### config.mk
export PLATFORM = sky130hd
export DESIGN_NAME = bus_decoder_flat
export DESIGN_NICKNAME = d
export VERILOG_FILES = /design/src/rtl/bus_decoder_if.sv /design/src/rtl/bus_decoder.sv /design/src/flat_wrapper.sv
export SDC_FILE = /design/constraint.sdc
export NUM_CORES = 1
export LEC_CHECK = 0
export BUFFER_PORTS_ARGS = -buffer_cell sky130_fd_sc_hd__buf_2
export CAP_MARGIN = 20
export CORE_AREA = 4 4 56 109
export CTS_CLUSTER_SIZE = 25
export DETAILED_ROUTE_END_ITERATION = 10
export DIE_AREA = 0 0 60 113
export GPL_ROUTABILITY_DRIVEN = 0
export PLACE_DENSITY = 0.94
export SLEW_MARGIN = 30
export SYNTH_ARGS = -nofsm -noshare
export SYNTH_HDL_FRONTEND = slang
export SYNTH_SLANG_ARGS = --single-unit
### constraint.sdc
create_clock -name clock -period 3.95 [get_ports clock]
set_input_delay 0.395 -clock clock [delete_from_list [all_inputs] [get_ports clock]]
set_output_delay 0.395 -clock clock [all_outputs]
set_load 0.05 [all_outputs]
### src/rtl/bus_decoder_if.sv
// Core-side bus, region selects/data and debug/counter observation signals of the address decoder.
// master = core/environment side, slave = decoder side.
interface bus_decoder_if #(
    parameter int NUM_REGIONS = 4,
    parameter int ADDR_W      = 16,
    parameter int DATA_W      = 8
);
    logic [ADDR_W-1:0]             address;
    logic                          nread;
    logic                          nwrite;
    logic [DATA_W-1:0]             wdata;
    logic [DATA_W-1:0]             rdata;
    logic                          ready;
    logic [NUM_REGIONS-1:0]        nsel;
    logic [NUM_REGIONS*DATA_W-1:0] region_rdata;
    logic                          dbg_valid;
    logic [DATA_W-1:0]             dbg_data;
    logic [7:0]                    unmapped_cnt;
    logic [7:0]                    proto_err_cnt;

    modport master (
        output address, nread, nwrite, wdata, region_rdata,
        input  rdata, ready, nsel, dbg_valid, dbg_data, unmapped_cnt, proto_err_cnt
    );

    modport slave (
        input  address, nread, nwrite, wdata, region_rdata,
        output rdata, ready, nsel, dbg_valid, dbg_data, unmapped_cnt, proto_err_cnt
    );
endinterface

### src/rtl/bus_decoder.sv
// Address decoder: registered active-low region selects, per-region wait states, one-cycle ready.
// Ready comes 1+W edges after the request edge; core holds strobes, dropping them mid-wait aborts.
module bus_decoder #(
    parameter int                          NUM_REGIONS = 4,
    parameter int                          ADDR_W      = 16,
    parameter int                          DATA_W      = 8,
    parameter logic [NUM_REGIONS*ADDR_W-1:0] REGION_BASE = {16'hFFFF, 16'hFF80, 16'hC000, 16'h0000},
    parameter logic [NUM_REGIONS*ADDR_W-1:0] REGION_MASK = {16'hFFFF, 16'hFF80, 16'hE000, 16'h8000},
    parameter logic [NUM_REGIONS*4-1:0]      REGION_WAIT = {4'd0, 4'd0, 4'd1, 4'd2},
    parameter logic [DATA_W-1:0]             OPEN_BUS    = 8'hFF,
    parameter logic [ADDR_W-1:0]             DEBUG_ADDR  = 16'hFF01
) (
    input  logic         clock,
    input  logic         reset,
    bus_decoder_if.slave bus
);
    localparam int IDX_W = (NUM_REGIONS > 1) ? $clog2(NUM_REGIONS) : 1;

    typedef enum logic [1:0] {S_IDLE, S_WAIT, S_ACK, S_RELEASE} state_t;

    state_t               state_q, state_d;
    logic [3:0]           cnt_q, cnt_d;
    logic [IDX_W-1:0]     hit_idx_q, hit_idx_d;
    logic                 hit_vld_q, hit_vld_d;
    logic                 is_wr_q, is_wr_d;
    logic                 is_proto_q, is_proto_d;
    logic                 dbg_hit_q, dbg_hit_d;
    logic [DATA_W-1:0]    wdata_q, wdata_d;
    logic [NUM_REGIONS-1:0] nsel_q, nsel_d;
    logic                 ready_q, ready_d;
    logic [DATA_W-1:0]    rdata_q, rdata_d;
    logic                 dbg_valid_q, dbg_valid_d;
    logic [DATA_W-1:0]    dbg_data_q, dbg_data_d;
    logic [7:0]           unm_cnt_q, unm_cnt_d;
    logic [7:0]           perr_cnt_q, perr_cnt_d;

    logic                 strobes_idle;
    logic                 req_wr;
    logic                 req_proto;
    logic [IDX_W-1:0]     dec_idx;
    logic                 dec_hit;

    assign strobes_idle = bus.nread & bus.nwrite;
    assign req_wr       = bus.nread & ~bus.nwrite;
    assign req_proto    = ~bus.nread & ~bus.nwrite;

    // Region 0 sits in the most significant slice of the base/mask/wait parameters;
    // scanning downwards lets the lowest matching index win.
    always_comb begin
        dec_idx = '0;
        dec_hit = 1'b0;
        for (int i = NUM_REGIONS - 1; i >= 0; i--) begin
            if ((bus.address & REGION_MASK[(NUM_REGIONS-1-i)*ADDR_W +: ADDR_W]) ==
                REGION_BASE[(NUM_REGIONS-1-i)*ADDR_W +: ADDR_W]) begin
                dec_idx = IDX_W'(i);
                dec_hit = 1'b1;
            end
        end
    end

    always_ff @(posedge clock) begin
        if (reset) begin
            state_q <= S_IDLE;
        end else begin
            state_q <= state_d;
        end
    end

    // Abort has priority over the wait counter expiring.
    always_comb begin
        state_d = state_q;
        case (state_q)
            S_IDLE:    if (!strobes_idle) state_d = S_WAIT;
            S_WAIT: begin
                if (strobes_idle)       state_d = S_IDLE;
                else if (cnt_q == 4'd0) state_d = S_ACK;
            end
            S_ACK:     state_d = strobes_idle ? S_IDLE : S_RELEASE;
            S_RELEASE: if (strobes_idle) state_d = S_IDLE;
            default:   state_d = S_IDLE;
        endcase
    end

    always_comb begin
        cnt_d       = cnt_q;
        hit_idx_d   = hit_idx_q;
        hit_vld_d   = hit_vld_q;
        is_wr_d     = is_wr_q;
        is_proto_d  = is_proto_q;
        dbg_hit_d   = dbg_hit_q;
        wdata_d     = wdata_q;
        nsel_d      = nsel_q;
        ready_d     = 1'b0;
        rdata_d     = rdata_q;
        dbg_valid_d = 1'b0;
        dbg_data_d  = dbg_data_q;
        unm_cnt_d   = unm_cnt_q;
        perr_cnt_d  = perr_cnt_q;
        case (state_q)
            S_IDLE: begin
                if (!strobes_idle) begin
                    hit_vld_d  = dec_hit & ~req_proto;
                    hit_idx_d  = dec_idx;
                    is_wr_d    = req_wr;
                    is_proto_d = req_proto;
                    dbg_hit_d  = req_wr && (bus.address == DEBUG_ADDR);
                    wdata_d    = bus.wdata;
                    nsel_d     = '1;
                    cnt_d      = 4'd0;
                    if (dec_hit && !req_proto) begin
                        nsel_d[dec_idx] = 1'b0;
                        cnt_d = REGION_WAIT[(NUM_REGIONS-1-int'(dec_idx))*4 +: 4];
                    end
                end
            end
            S_WAIT: begin
                if (strobes_idle) begin
                    nsel_d = '1;
                end else if (cnt_q != 4'd0) begin
                    cnt_d = cnt_q - 4'd1;
                end else begin
                    ready_d = 1'b1;
                    if (hit_vld_q && !is_wr_q)
                        rdata_d = bus.region_rdata[int'(hit_idx_q)*DATA_W +: DATA_W];
                    else
                        rdata_d = OPEN_BUS;
                    dbg_valid_d = dbg_hit_q;
                    if (dbg_hit_q) dbg_data_d = wdata_q;
                    if (is_proto_q) begin
                        if (perr_cnt_q != 8'hFF) perr_cnt_d = perr_cnt_q + 8'd1;
                    end else if (!hit_vld_q) begin
                        if (unm_cnt_q != 8'hFF) unm_cnt_d = unm_cnt_q + 8'd1;
                    end
                end
            end
            S_ACK:     nsel_d = '1;
            S_RELEASE: nsel_d = '1;
            default:   nsel_d = '1;
        endcase
    end

    always_ff @(posedge clock) begin
        if (reset) begin
            cnt_q       <= '0;
            hit_idx_q   <= '0;
            hit_vld_q   <= 1'b0;
            is_wr_q     <= 1'b0;
            is_proto_q  <= 1'b0;
            dbg_hit_q   <= 1'b0;
            wdata_q     <= '0;
            nsel_q      <= '1;
            ready_q     <= 1'b0;
            rdata_q     <= OPEN_BUS;
            dbg_valid_q <= 1'b0;
            dbg_data_q  <= '0;
            unm_cnt_q   <= '0;
            perr_cnt_q  <= '0;
        end else begin
            cnt_q       <= cnt_d;
            hit_idx_q   <= hit_idx_d;
            hit_vld_q   <= hit_vld_d;
            is_wr_q     <= is_wr_d;
            is_proto_q  <= is_proto_d;
            dbg_hit_q   <= dbg_hit_d;
            wdata_q     <= wdata_d;
            nsel_q      <= nsel_d;
            ready_q     <= ready_d;
            rdata_q     <= rdata_d;
            dbg_valid_q <= dbg_valid_d;
            dbg_data_q  <= dbg_data_d;
            unm_cnt_q   <= unm_cnt_d;
            perr_cnt_q  <= perr_cnt_d;
        end
    end

    assign bus.nsel          = nsel_q;
    assign bus.ready         = ready_q;
    assign bus.rdata         = rdata_q;
    assign bus.dbg_valid     = dbg_valid_q;
    assign bus.dbg_data      = dbg_data_q;
    assign bus.unmapped_cnt  = unm_cnt_q;
    assign bus.proto_err_cnt = perr_cnt_q;
endmodule

### src/flat_wrapper.sv
// flat-port wrapper written by rule: the top's interface ports become plain ports
module bus_decoder_flat 
#(
    parameter int                          NUM_REGIONS = 4,
    parameter int                          ADDR_W      = 16,
    parameter int                          DATA_W      = 8,
    parameter logic [NUM_REGIONS*ADDR_W-1:0] REGION_BASE = {16'hFFFF, 16'hFF80, 16'hC000, 16'h0000},
    parameter logic [NUM_REGIONS*ADDR_W-1:0] REGION_MASK = {16'hFFFF, 16'hFF80, 16'hE000, 16'h8000},
    parameter logic [NUM_REGIONS*4-1:0]      REGION_WAIT = {4'd0, 4'd0, 4'd1, 4'd2},
    parameter logic [DATA_W-1:0]             OPEN_BUS    = 8'hFF,
    parameter logic [ADDR_W-1:0]             DEBUG_ADDR  = 16'hFF01
)
  (clock, reset, bus_address, bus_nread, bus_nwrite, bus_wdata, bus_region_rdata, bus_rdata, bus_ready, bus_nsel, bus_dbg_valid, bus_dbg_data, bus_unmapped_cnt, bus_proto_err_cnt);
  bus_decoder_if #(.NUM_REGIONS(NUM_REGIONS), .ADDR_W(ADDR_W), .DATA_W(DATA_W)) bus_i ();
  input  logic clock;
  input  logic reset;
  input wire logic [$bits(bus_i.address)-1:0] bus_address;
  input wire logic [$bits(bus_i.nread)-1:0] bus_nread;
  input wire logic [$bits(bus_i.nwrite)-1:0] bus_nwrite;
  input wire logic [$bits(bus_i.wdata)-1:0] bus_wdata;
  input wire logic [$bits(bus_i.region_rdata)-1:0] bus_region_rdata;
  output wire logic [$bits(bus_i.rdata)-1:0] bus_rdata;
  output wire logic [$bits(bus_i.ready)-1:0] bus_ready;
  output wire logic [$bits(bus_i.nsel)-1:0] bus_nsel;
  output wire logic [$bits(bus_i.dbg_valid)-1:0] bus_dbg_valid;
  output wire logic [$bits(bus_i.dbg_data)-1:0] bus_dbg_data;
  output wire logic [$bits(bus_i.unmapped_cnt)-1:0] bus_unmapped_cnt;
  output wire logic [$bits(bus_i.proto_err_cnt)-1:0] bus_proto_err_cnt;
  assign bus_i.address = bus_address;
  assign bus_i.nread = bus_nread;
  assign bus_i.nwrite = bus_nwrite;
  assign bus_i.wdata = bus_wdata;
  assign bus_i.region_rdata = bus_region_rdata;
  assign bus_rdata = bus_i.rdata;
  assign bus_ready = bus_i.ready;
  assign bus_nsel = bus_i.nsel;
  assign bus_dbg_valid = bus_i.dbg_valid;
  assign bus_dbg_data = bus_i.dbg_data;
  assign bus_unmapped_cnt = bus_i.unmapped_cnt;
  assign bus_proto_err_cnt = bus_i.proto_err_cnt;
  bus_decoder #(.NUM_REGIONS(NUM_REGIONS), .ADDR_W(ADDR_W), .DATA_W(DATA_W), .REGION_BASE(REGION_BASE), .REGION_MASK(REGION_MASK), .REGION_WAIT(REGION_WAIT), .OPEN_BUS(OPEN_BUS), .DEBUG_ADDR(DEBUG_ADDR)) u_core (.clock(clock), .reset(reset), .bus(bus_i));
endmodule
-- Word-level counts from Yosys, hierarchy flattened
Index checks and enable logic that the tools add are counted.
- magnitude comparators: 2
- equality and inequality tests: 15
- bitwise operators: 13
- reduce and logical (&&, ||, !) cells: 22
- shift operators: 2
- mux-type cells: 27
- $add $sub $neg: 4
- operators with widths (cell ; number):
    == test 16 bit (second input constant) ; 2
    variable part select 16 x 32 -> 4 bit (first input constant) ; 1
    variable part select 32 x 6 -> 8 bit ; 1
    2-to-1 mux 4 bit ; 7
    2-to-1 mux 2 bit ; 9
    adder 8 x 1 -> 8 bit (second input constant) ; 2
    zero test 16 bit ; 1
    inequality test 8 bit (second input constant) ; 2
    case mux 4 bit (3 select lines) ; 1
    == test 9 bit (second input constant) ; 1
    2-to-1 mux 8 bit ; 1
    NOT 1 bit ; 8
    case mux 2 bit (4 select lines) ; 1
    case mux 4 bit (2 select lines) ; 1
    AND reduction 4 bit ; 2
    2-to-1 mux 1 bit ; 6
    inequality test 2 x 1 -> 1 bit (second input constant) ; 3
    AND reduction 3 bit ; 2
    AND reduction 6 bit ; 1
    AND reduction 5 bit ; 1
    bitwise AND 1 bit ; 4
    == test 2 bit (second input constant) ; 2
    logical AND 1 bit ; 4
    zero test 4 bit ; 1
    other kinds (18) ; 21
- word-level logic and storage cells: 100
- bits of input ports: 60
- flip-flop bits (word level): 58
- output and inout port bits: 38

-- Longest topological paths before layout
- word-level depth: 13
- gate-level depth with buffers: 7
- depth with buffers taken out: 6

-- Worst setup path after synthesis
No wires, ideal clock.
- path type: reg2reg
- start point: reg u_core.perr_cnt_q[0], in the netlist u_core.bus.proto_err_cnt[0]
- end point: reg u_core.perr_cnt_q[5], in the netlist u_core.bus.proto_err_cnt[5]
- cell stages (with the launch flop): 6
- path slack: 1999 ps
- period minus slack after synthesis: 1951 ps
- setup time: 121 ps
- arrival time: 1830 ps
- cells stage by stage: dfxtp_1 ha_1 and4_1 clkbuf_1 nor4_1 mux2_2
- cells in the longest elaborated chain, start to end: 2
- ends and longest elaborated chain (element ; line ; RTL):
    start: declaration ; bus_decoder.sv:35 ; logic [7:0] perr_cnt_q, perr_cnt_d;
    start signal: assignment ; bus_decoder.sv:172 ; perr_cnt_q <= perr_cnt_d;
    parallel branches: the longest is 2 deep, another holds adder 8 x 1 -> 8 bit ; - ;
Several ways; the timed one is not identified.
A chain may end at the register's enable or synchronous reset.

-- Final worst setup path
- start point: reg u_core.state_q[0]
- end point: reg u_core.perr_cnt_q[5], in the netlist u_core.bus.proto_err_cnt[5]
- cells in the longest elaborated chain, start to end: 2
- ends and longest elaborated chain (element ; line ; RTL):
    start: declaration ; bus_decoder.sv:21 ; state_t state_q, state_d;
    start signal: assignment ; bus_decoder.sv:65 ; state_q <= state_d;
    == test 2 x 1 -> 1 bit ; bus_decoder.sv:99 ; case (state_q)
    AND reduction 5 bit (no source line) ; - ;
Every way passes these cells.

==> impl_metrics.py <==
metrics = {
    "status": {
        "run_status": "completed",
    },
    "routing": {
        "antenna_viol_nets_final": 0,
        "route.detailed.drc": 0,
        "via_density_per_instance": 6.05,
        "avgRoutedWirePerCell_um": 15.5,
        "dr.first_iter.drc_count": 180,
        "vias": 2742,
        "totalWireLength_mm": 7.03,
        "dr.pass1.iters": 4,
    },
    "synthesis": {
        "yosys.area.top_type_share_pct": 42.9,
        "yosys_warnings": 0,
        "netlist-cell-type-count": 46,
        "most_common_library_cells_after_synthesis": "sky130_fd_sc_hd__dfxtp_1, sky130_fd_sc_hd__nand2_1, sky130_fd_sc_hd__a21oi_1, sky130_fd_sc_hd__nand3_1, sky130_fd_sc_hd__nand4_1",
        "count_of_flip_flops_with_a_built_in_enable_after_synthesis": 0,
        "synth.area.top_cells": "sky130_fd_sc_hd__dfxtp_1, sky130_fd_sc_hd__mux4_2, sky130_fd_sc_hd__a21oi_1",
        "synth_most_common_cell": "sky130_fd_sc_hd__dfxtp_1",
        "synth.largest_area_cell": "sky130_fd_sc_hd__dfxtp_1",
        "ys_seq_area_share_pct": 42.9,
        "syn_nets": 362,
        "synth-seq-cells": 58,
        "postSynth.topFlopCell": "sky130_fd_sc_hd__dfxtp_1",
        "synth_cells": 299,
        "async_reset_ff_share_pct": 0,
        "syn-mean-instance-area_um2": 9.04,
        "syn_area_mm2": 0.00270,
    },
    "setup_path": {
        "crit-reg2reg-launch": "u_core.state_q[0]",
        "cp_data_arrival_time_ns": 2.64,
        "worst-endpoint-required_ns": 4.18,
        "worst-path-stages": 4,
        "crit-reg2reg-capture": "u_core.bus.proto_err_cnt[5]",
        "setup.reg_to_reg.worst_slack_ns": 1.54,
        "worstSetupPathType": "register to register",
        "cp_endpoint": "u_core.bus.proto_err_cnt[5]",
        "cp-start-kind": "register",
        "crit_path_start": "u_core.state_q[0]",
        "cpLargestDelayFamily": "simple AND/OR/NAND/NOR gates",
        "r2r.worst_path.cells": 4,
        "critPathSlowestCell": "sky130_fd_sc_hd__dfxtp_1",
        "cpPeakStageDelay_ns": 0.58,
        "cp_cell_sequence": "nor2b_1 -> nand4_1 -> nor4_1 -> mux2_2",
        "cp.buffers_inverters": 0,
        "worstPathMaxFanout": 13,
        "worstSetupEndpointType": "register",
    },
    "timing": {
        "fin_skew_ns": 0.0109,
        "total_count_of_hold_check_failures_in_the_final_report": 0,
        "fin_setup_tns_ns": 0,
        "max-slew-margin-rel_pct": 40.3,
        "setup_viol_count_final": 0,
        "worst-slew-pin-transition_ns": 0.890,
        "final.period_utilization_pct": 61.0,
        "hold_slack_ns": 0.275,
        "timing.fmax_ghz": 0.415,
        "fin_crit_ns": 2.41,
        "setup_repair_after_global_routing_missed_its_margin": "no",
        "post-route-worst-setup-slack_ns": 1.54,
        "timing.final.max_slew_violations": 0,
    },
    "place": {
        "io_buffer_count": 97,
        "placedInstanceArea_mm2": 0.00320,
        "place_ws_ns": 1.60,
        "detailed_place_hpwl_mm": 5.09,
    },
    "global_routing": {
        "grt.overflow.total": 0,
        "grt_antenna_before_repair": 0,
        "grt_start_max_net_pins": 39,
        "grt_pass1_vias": 2658,
        "first_pass_grt_wire_length_mm": 11.4,
        "globalRouteTotalUtil_pct": 21.5,
    },
    "power_and_ir_drop": {
        "peakVddDrop_uv": 386,
        "p_leak_nw": 1.39,
        "cellPowerDensity_mw_per_mm2": 452,
    },
    "cells_and_area": {
        "stdcell_area_mm2": 0.00342,
        "multi_input_comb_area_mm2": 0.00144,
        "fillerInstances": 454,
        "areaGrowthSynthToFinish_pct": 26.6,
        "antenna_cells": 0,
        "register_area_mm2": 0.00116,
        "layout-drive-gt1-share_pct": 32.8,
        "final_net_count": 451,
    },
    "floorplan": {
        "floorplan.initialDensity_pct": 50.8,
        "rows": 38,
        "die_ar_mm2": 0.00678,
        "core_mm2": 0.00533,
        "top_level_ports": 98,
        "die_boundary_width_um": 60,
        "dieHeight_um": 113,
    },
    "clocking": {
        "post_cts.repair.setup_buffers": 0,
        "worst_setup_hold_path_clk_slew_ns": 0.07,
        "number_of_h_tree_levels": 3,
        "tritoncts": "yes",
        "cts-root-to-sink-buffers": 2,
        "clkSinkCount": 58,
        "cts-buffers-inserted": 9,
        "clk-insertion-delay-late_ns": 0.34,
        "hold_buffers": 0,
        "post_cts.resized_instances": 0,
        "clock_tree_root_driver_cell": "sky130_fd_sc_hd__clkbuf_8",
    },
    "min_path": {
        "timing.hold.worst.start": "bus_wdata[6]",
        "hold_removal_path_class": "input port to register",
    },
    "job": {
        "max_cap_viol_count": 0,
    },
}
## through the flow
step	power [mW]	instances	utilization, %
6_report	1.55	453	64.3
5_1_grt	1.61	453	64.3
4_1_cts	1.56	453	64.3
3_5_place_dp	0.945	437	60.0
3_3_place_gp	0.938	437	60.0
2_1_floorplan	0.871	299	-
## power by group
group | total, mW | internal (mW) | switching (mW)
clock | 0.608 | 0.360 | 0.248
combinational | 0.277 | 0.120 | 0.157
sequential | 0.663 | 0.619 | 0.0441
total | 1.55 | 1.10 | 0.449
## cell families (layout without fill, tap and decap cells)
group	Yosys count	in the layout	synth area share (%)
XOR/XNOR	4	4	1.30
flip-flops	58	58	42.9
multiplexers	10	10	7.45
adder cells (fa/ha/maj)	3	3	1.39
buffers and inverters	26	120	3.84
AO/OA/AOI/OAI	69	69	16.5
AND/OR/NAND/NOR	129	129	26.6
## worst reg2reg max path: stages (launching register included)
cell	delay [ns]
sky130_fd_sc_hd__dfxtp_1	0.58
sky130_fd_sc_hd__nor2b_1	0.50
sky130_fd_sc_hd__nand4_1	0.46
sky130_fd_sc_hd__nor4_1	0.40
sky130_fd_sc_hd__mux2_2	0.37
## layout make-up
class                   count  area share, %
multi-input cells         215           42.2
flip-flops and latches     58           33.9
repair buffers             98           14.4
clock buffers               9           3.62
clock inverters             7           3.00
well taps                  60           2.19
inverters                   6          0.658
## cells in the final DEF (no fill, tap or decap), types with 4 or more instances in the layout
cell	Yosys	routed
sky130_fd_sc_hd__nand4_1	13	13
sky130_fd_sc_hd__dfxtp_1	58	58
sky130_fd_sc_hd__a21oi_1	27	27
sky130_fd_sc_hd__nor2b_1	5	5
sky130_fd_sc_hd__and3_1	4	4
sky130_fd_sc_hd__mux4_2	8	8
sky130_fd_sc_hd__nor3_1	11	10
sky130_fd_sc_hd__o22ai_1	8	8
sky130_fd_sc_hd__buf_2	5	97
sky130_fd_sc_hd__o31ai_1	9	9
sky130_fd_sc_hd__or3_1	4	4
sky130_fd_sc_hd__o21ai_0	5	5
sky130_fd_sc_hd__and4_1	4	4
sky130_fd_sc_hd__clkbuf_8	0	9
sky130_fd_sc_hd__inv_1	6	6
sky130_fd_sc_hd__a22o_1	10	10
sky130_fd_sc_hd__nor4_1	5	5
sky130_fd_sc_hd__or4_1	7	7
sky130_fd_sc_hd__nand3_1	20	20
sky130_fd_sc_hd__nand2_1	30	30
sky130_fd_sc_hd__nor2_1	12	12
## routing by layer
| metal | vias up | track usage, % | wire [um] |
|---|---|---|---|
| met5 | - | 0 | 0 |
| met4 | 0 | 11.8 | 250 |
| met2 | 134 | 33.7 | 3500 |
| met3 | 26 | 5.37 | 518 |
| met1 | 1264 | 26.1 | 2760 |
| li1 | 1318 | - | - |
## worst min path at each step
stage,end,slack (ns),cells after the start
floorplan,u_core.bus.dbg_data[0],0.44,2
global placement,u_core.bus.dbg_data[3],0.44,2
detailed placement,u_core.bus.dbg_data[3],0.45,2
CTS,u_core.wdata_q[7],0.26,2
global route,u_core.wdata_q[5],0.28,2
finish,u_core.wdata_q[6],0.27,2
## flip-flops by register name, indices dropped and copies added, names as in the netlist
| name | cells |
|---|---|
| u_core.bus.dbg_data | 8 |
| u_core.bus.proto_err_cnt | 8 |
| u_core.bus.rdata | 8 |
| u_core.bus.unmapped_cnt | 8 |
| u_core.wdata_q | 8 |
| u_core.bus.nsel | 4 |
| u_core.cnt_q | 4 |
| u_core.hit_idx_q | 2 |
| u_core.state_q | 2 |
| u_core.bus.dbg_valid | 1 |
| u_core.bus.ready | 1 |
| u_core.dbg_hit_q | 1 |
| u_core.hit_vld_q | 1 |
| u_core.is_proto_q | 1 |
| u_core.is_wr_q | 1 |
(Power assumes the default switching activity.)
